**src/rtl/fifo_rd_adapter_if.sv**
```systemverilog
// Handshake bundle for the FIFO read-side adapter: FIFO read port plus downstream valid/ready stream.
// The adapter uses the master view; the FIFO and stream consumer together form the slave side.
interface fifo_rd_adapter_if #(
    parameter int FIFO_WIDTH = 16
);
    logic                  fifo_empty;
    logic [FIFO_WIDTH-1:0] fifo_dout;
    logic                  fifo_underflow;
    logic                  fifo_rd_en;
    logic                  m_valid;
    logic                  m_ready;
    logic [FIFO_WIDTH-1:0] m_data;

    modport master (
        input  fifo_empty,
        input  fifo_dout,
        input  fifo_underflow,
        input  m_ready,
        output fifo_rd_en,
        output m_valid,
        output m_data
    );

    modport slave (
        output fifo_empty,
        output fifo_dout,
        output fifo_underflow,
        output m_ready,
        input  fifo_rd_en,
        input  m_valid,
        input  m_data
    );
endinterface

```
**src/rtl/fifo_rd_adapter.sv**
```systemverilog
// Drains a 1-cycle-latency FIFO read port into a valid/ready stream through a 2-entry skid buffer.
// Reads are only issued when a slot is guaranteed for the returning word, so nothing is lost or dropped.
module fifo_rd_adapter #(
    parameter int FIFO_WIDTH = 16,
    parameter int CNT_WIDTH  = 16
) (
    input  logic                 clk,
    input  logic                 rst,
    fifo_rd_adapter_if.master    bus,
    output logic [CNT_WIDTH-1:0] words_out,
    output logic                 err_underflow
);
    logic [1:0]            occ_reg;
    logic [1:0]            occ_next;
    logic                  inflight_reg;
    logic                  head_reg;
    logic                  tail_reg;
    logic [FIFO_WIDTH-1:0] entry_reg [2];
    logic [CNT_WIDTH-1:0]  words_reg;
    logic                  err_reg;

    logic                  pop;
    logic                  rd_en;
    logic [2:0]            level;

    // level is the occupancy the buffer will hold once this cycle's pop and
    // the in-flight capture have both landed; a new read needs a free slot there.
    always_comb begin
        pop      = (occ_reg != 2'd0) && bus.m_ready;
        level    = {1'b0, occ_reg} + {2'b00, inflight_reg} - {2'b00, pop};
        rd_en    = !rst && !bus.fifo_empty && (level < 3'd2);
        occ_next = level[1:0];
    end

    assign bus.fifo_rd_en = rd_en;
    assign bus.m_valid    = (occ_reg != 2'd0);
    assign bus.m_data     = entry_reg[head_reg];
    assign words_out      = words_reg;
    assign err_underflow  = err_reg;

    always_ff @(posedge clk) begin
        if (rst) begin
            occ_reg      <= 2'd0;
            inflight_reg <= 1'b0;
            head_reg     <= 1'b0;
            tail_reg     <= 1'b0;
            words_reg    <= '0;
            err_reg      <= 1'b0;
        end else begin
            occ_reg      <= occ_next;
            inflight_reg <= rd_en;
            if (pop) begin
                head_reg  <= ~head_reg;
                words_reg <= words_reg + 1'b1;
            end
            if (inflight_reg) begin
                tail_reg <= ~tail_reg;
            end
            if (bus.fifo_underflow) begin
                err_reg <= 1'b1;
            end
        end
    end

    // Capture always targets the tail slot, so a simultaneous pop of the head never collides.
    generate
        for (genvar gi = 0; gi < 2; gi++) begin : g_entry
            always_ff @(posedge clk) begin
                if (rst) begin
                    entry_reg[gi] <= '0;
                end else if (inflight_reg && (tail_reg == 1'(gi))) begin
                    entry_reg[gi] <= bus.fifo_dout;
                end
            end
        end
    endgenerate

    always_ff @(posedge clk) begin
        if (!rst) begin
            assert (occ_reg <= 2'd2);
            assert (({1'b0, occ_reg} + {2'b00, inflight_reg}) <= 3'd2);
            assert (!(rd_en && bus.fifo_empty));
        end
    end
endmodule

```
**src/flat_wrapper.sv**
```systemverilog
// flat-port wrapper written by rule: the top's interface ports become plain ports
module fifo_rd_adapter_flat 
#(
    parameter int FIFO_WIDTH = 16,
    parameter int CNT_WIDTH  = 16
)
  (clk, rst, words_out, err_underflow, bus_fifo_empty, bus_fifo_dout, bus_fifo_underflow, bus_m_ready, bus_fifo_rd_en, bus_m_valid, bus_m_data);
  fifo_rd_adapter_if #(.FIFO_WIDTH(FIFO_WIDTH)) bus_i ();
  input  logic clk;
  input  logic rst;
  output logic [CNT_WIDTH-1:0] words_out;
  output logic err_underflow;
  input wire logic [$bits(bus_i.fifo_empty)-1:0] bus_fifo_empty;
  input wire logic [$bits(bus_i.fifo_dout)-1:0] bus_fifo_dout;
  input wire logic [$bits(bus_i.fifo_underflow)-1:0] bus_fifo_underflow;
  input wire logic [$bits(bus_i.m_ready)-1:0] bus_m_ready;
  output wire logic [$bits(bus_i.fifo_rd_en)-1:0] bus_fifo_rd_en;
  output wire logic [$bits(bus_i.m_valid)-1:0] bus_m_valid;
  output wire logic [$bits(bus_i.m_data)-1:0] bus_m_data;
  assign bus_i.fifo_empty = bus_fifo_empty;
  assign bus_i.fifo_dout = bus_fifo_dout;
  assign bus_i.fifo_underflow = bus_fifo_underflow;
  assign bus_i.m_ready = bus_m_ready;
  assign bus_fifo_rd_en = bus_i.fifo_rd_en;
  assign bus_m_valid = bus_i.m_valid;
  assign bus_m_data = bus_i.m_data;
  fifo_rd_adapter #(.FIFO_WIDTH(FIFO_WIDTH), .CNT_WIDTH(CNT_WIDTH)) u_core (.clk(clk), .rst(rst), .bus(bus_i), .words_out(words_out), .err_underflow(err_underflow));
endmodule
```
**config.mk**
```make
export PLATFORM = sky130hd
export DESIGN_NAME = fifo_rd_adapter_flat
export DESIGN_NICKNAME = d
export VERILOG_FILES = /design/src/rtl/fifo_rd_adapter_if.sv /design/src/rtl/fifo_rd_adapter.sv /design/src/flat_wrapper.sv
export SDC_FILE = /design/constraint.sdc
export NUM_CORES = 1
export LEC_CHECK = 0
export BUFFER_PORTS_ARGS = -buffer_cell sky130_fd_sc_hd__buf_2
export CAP_MARGIN = 20
export CORE_UTILIZATION = 57
export DETAILED_ROUTE_END_ITERATION = 12
export PLACE_DENSITY = 0.84
export SLEW_MARGIN = 40
export SYNTH_ARGS = -nofsm -noshare
export SYNTH_HDL_FRONTEND = slang
export SYNTH_SLANG_ARGS = --single-unit
```
**constraint.sdc**
```tcl
create_clock -name clk -period 4.05 [get_ports clk]
set_input_delay 0.81 -clock clk [delete_from_list [all_inputs] [get_ports clk]]
set_output_delay 0.81 -clock clk [all_outputs]
set_load 0.01 [all_outputs]
```
==> flow_summary.json <==
{
  "num_vias": 1643,
  "syn_area_um2": 2430,
  "grt_pass1_wl_um": 6860,
  "cts_resized": 0,
  "synth-seq-cells": 55,
  "globalRoute.totalOverflow": 0,
  "cellPowerDensity_nw_per_um2": 493,
  "synth_ff_type": "edfxtp_1",
  "clkTransAtPathRegs_ps": 90,
  "reg2reg_from": "u_core.occ_reg[1]",
  "dpl.hpwl_um": 3090,
  "routabilityCongestion": 0.803,
  "io_pins": 56,
  "start_util_pct": 59.9,
  "status": "complete, no violations",
  "die_x_um": 67.3,
  "synth_top_area_share_pct": 39.5,
  "startpoint_type": "primary input",
  "cp_max_fo": 6,
  "finalHoldViolCount": 0,
  "grt_max_degree": 31,
  "timing.rr.end": "u_core.inflight_reg",
  "tightest_slew_ps": 709,
  "placementRows": 23,
  "antenna_found_initial": 0,
  "ys_types": 36,
  "drtIter0Drc": 93,
  "syn-num-nets": 227,
  "die_h_um": 67.3,
  "syn_area_per_cell_um2": 12.0,
  "ff2ff_setup_slack_ps": 2070,
  "hp-class": "flip-flop to flip-flop",
  "drc": 0,
  "fin_tns_setup_ps": 0,
  "critPathKind": "primary input to primary output",
  "r2r_cells": 6,
  "critPathRequiredTime_ps": 3240,
  "synth_edf_count": 32,
  "cts_max_level": 2,
  "clockRootBuffer": "clkbuf_8",
  "synth_area_leader_cell": "edfxtp_1",
  "fin_skew_ps": 8.00,
  "synthTopCellsByArea": "edfxtp_1 40%, dfxtp_1 19%, and2_1 8.2%",
  "synth_commonest_cells": "32 x and2_1, 32 x edfxtp_1, 23 x dfxtp_1, 19 x nor2_1, 17 x mux2_2",
  "ir_drop_mv": 0.299,
  "final_max_slew_viol_count": 0,
  "p_total_w": 0.00139,
  "numPortBuffers": 55,
  "synth_cells": 202,
  "period_needed_ps": 3320,
  "hold_buffers": 0,
  "rsz0062_at_grt": "false",
  "insertion_delay_ps": 310,
  "p_leak_nw": 1.16,
  "cap_violations": 0,
  "hold-path-endpoint": "u_core.err_underflow",
  "grt_pass1_vias": 1497,
  "nets": 283,
  "drive_gt1_share_pct": 31.3,
  "coreArea_um2": 4060,
  "clk_path_buf_depth": 2,
  "clock-sinks": 55,
  "yosys_warnings": 0,
  "hold_depth": 2,
  "worstPathArrival_ps": 2510,
  "yosysSeqAreaShare_pct": 58.5,
  "drt.antenna.violating_nets": 0,
  "num_antenna_cells": 0,
  "wirelength_um": 4360,
  "track_usage_pct": 21.4,
  "worstHoldStart": "u_core.err_underflow",
  "cts_tree": "built",
  "first_pass_iters": 4,
  "largest_register_ffs": 32,
  "min_period_over_period_pct": 81.9,
  "syn2layout_area_growth_pct": 16.0,
  "relSlewSlack_pct": 52.7,
  "routedWlPerCell_um": 14.1,
  "end_kind": "primary output",
  "cts_buffers": 5,
  "via_per_inst": 5.32,
  "async_reset_ff_share_pct": 0,
  "fmax_mhz": 302,
  "die_area_um2": 4530,
  "post_cts_buffers": 0,
  "report.final.setup_viol": 0
}
-- stage by stage --
| stage | utilization (%) | instances | area (µm²) | hold slack [ps] | worst slack [ps] |
|---|---|---|---|---|---|
| 5_1_grt | 69.4 | 309 | 2820 | 521 | 633 |
| 4_1_cts | 69.4 | 309 | 2820 | 486 | 704 |
| 3_3_place_gp | 67.5 | 301 | 2740 | 453 | 770 |
| 2_1_floorplan | - | 202 | 2430 | 481 | 787 |
| 6_report | 69.4 | 309 | 2820 | 476 | 733 |
| 3_5_place_dp | 67.5 | 301 | 2740 | 464 | 699 |
-- how the worst max path moves through the flow --
stage	startpoint	endpoint	slack, ps	cells after the start
2_1_floorplan	bus_m_ready	bus_fifo_rd_en	790	7
3_3_place_gp	bus_m_ready	bus_fifo_rd_en	770	8
4_1_cts	bus_m_ready	bus_fifo_rd_en	700	8
3_5_place_dp	bus_m_ready	bus_fifo_rd_en	700	8
5_1_grt	bus_m_ready	bus_fifo_rd_en	630	8
6_report	bus_m_ready	bus_fifo_rd_en	730	8
-- cell type report --
class | instances | area, µm²
Sequential cell | 55 | 1420
Fill cell | 337 | 1240
Multi-Input combinational cell | 131 | 933
Timing Repair Buffer | 57 | 290
Clock buffer | 8 | 80.1
Tap cell | 50 | 62.6
Inverter | 8 | 30.0
-- power by group --
group	total, W	internal [W]	switching [W]
combinational	0.000353	0.000181	0.000171
sequential	0.000749	0.000689	0.0000598
clock	0.000289	0.000123	0.000166
total	0.00139	0.000994	0.000397
-- critical path, stage by stage --
cell and delay, ps:
buf_2 110, o21a_1 180, ha_1 310, inv_1 30
ha_1 180, fa_1 480, nor4_1 230, buf_2 170
-- cells by family after synthesis --
| kind of cell | share of synthesized area [%] |
|---|---|
| DFF | 58.5 |
| adders and majority gates | 2.37 |
| xor gates and xnor gates | 4.69 |
| buffers and inverters | 3.09 |
| muxes | 8.75 |
| and+or+nand+nor | 19.5 |
| AOI/OAI and AO/OA | 3.09 |
-- cell usage in the layout, fill, tap and decap left out, types with 2 or more instances in the layout --
master,instances
nor2_1,19
buf_4,2
xor2_1,2
nor3b_1,2
nor2b_1,4
clkbuf_8,5
nand2_1,6
clkbuf_1,3
mux2_2,17
nor4_1,7
nand3_1,3
xnor2_1,11
nor3_1,3
dfxtp_1,23
buf_2,55
ha_1,3
a21o_1,2
a21oi_1,3
nand4_1,2
inv_1,8
and2_1,32
edfxtp_1,32
-- routing by layer --
layer | vias to the layer above | track usage (%) | routed length [µm] | share of wire, %
li1 | 811 | - | - | -
met1 | 788 | 25.4 | 1830 | 42
met2 | 36 | 37.0 | 2310 | 53
met3 | 8 | 5.57 | 153 | 3.5
met4 | 0 | 7.98 | 65 | 1.5
met5 | - | 0 | 0 | 0
Note: power is estimated with default switching activity, not from simulation.
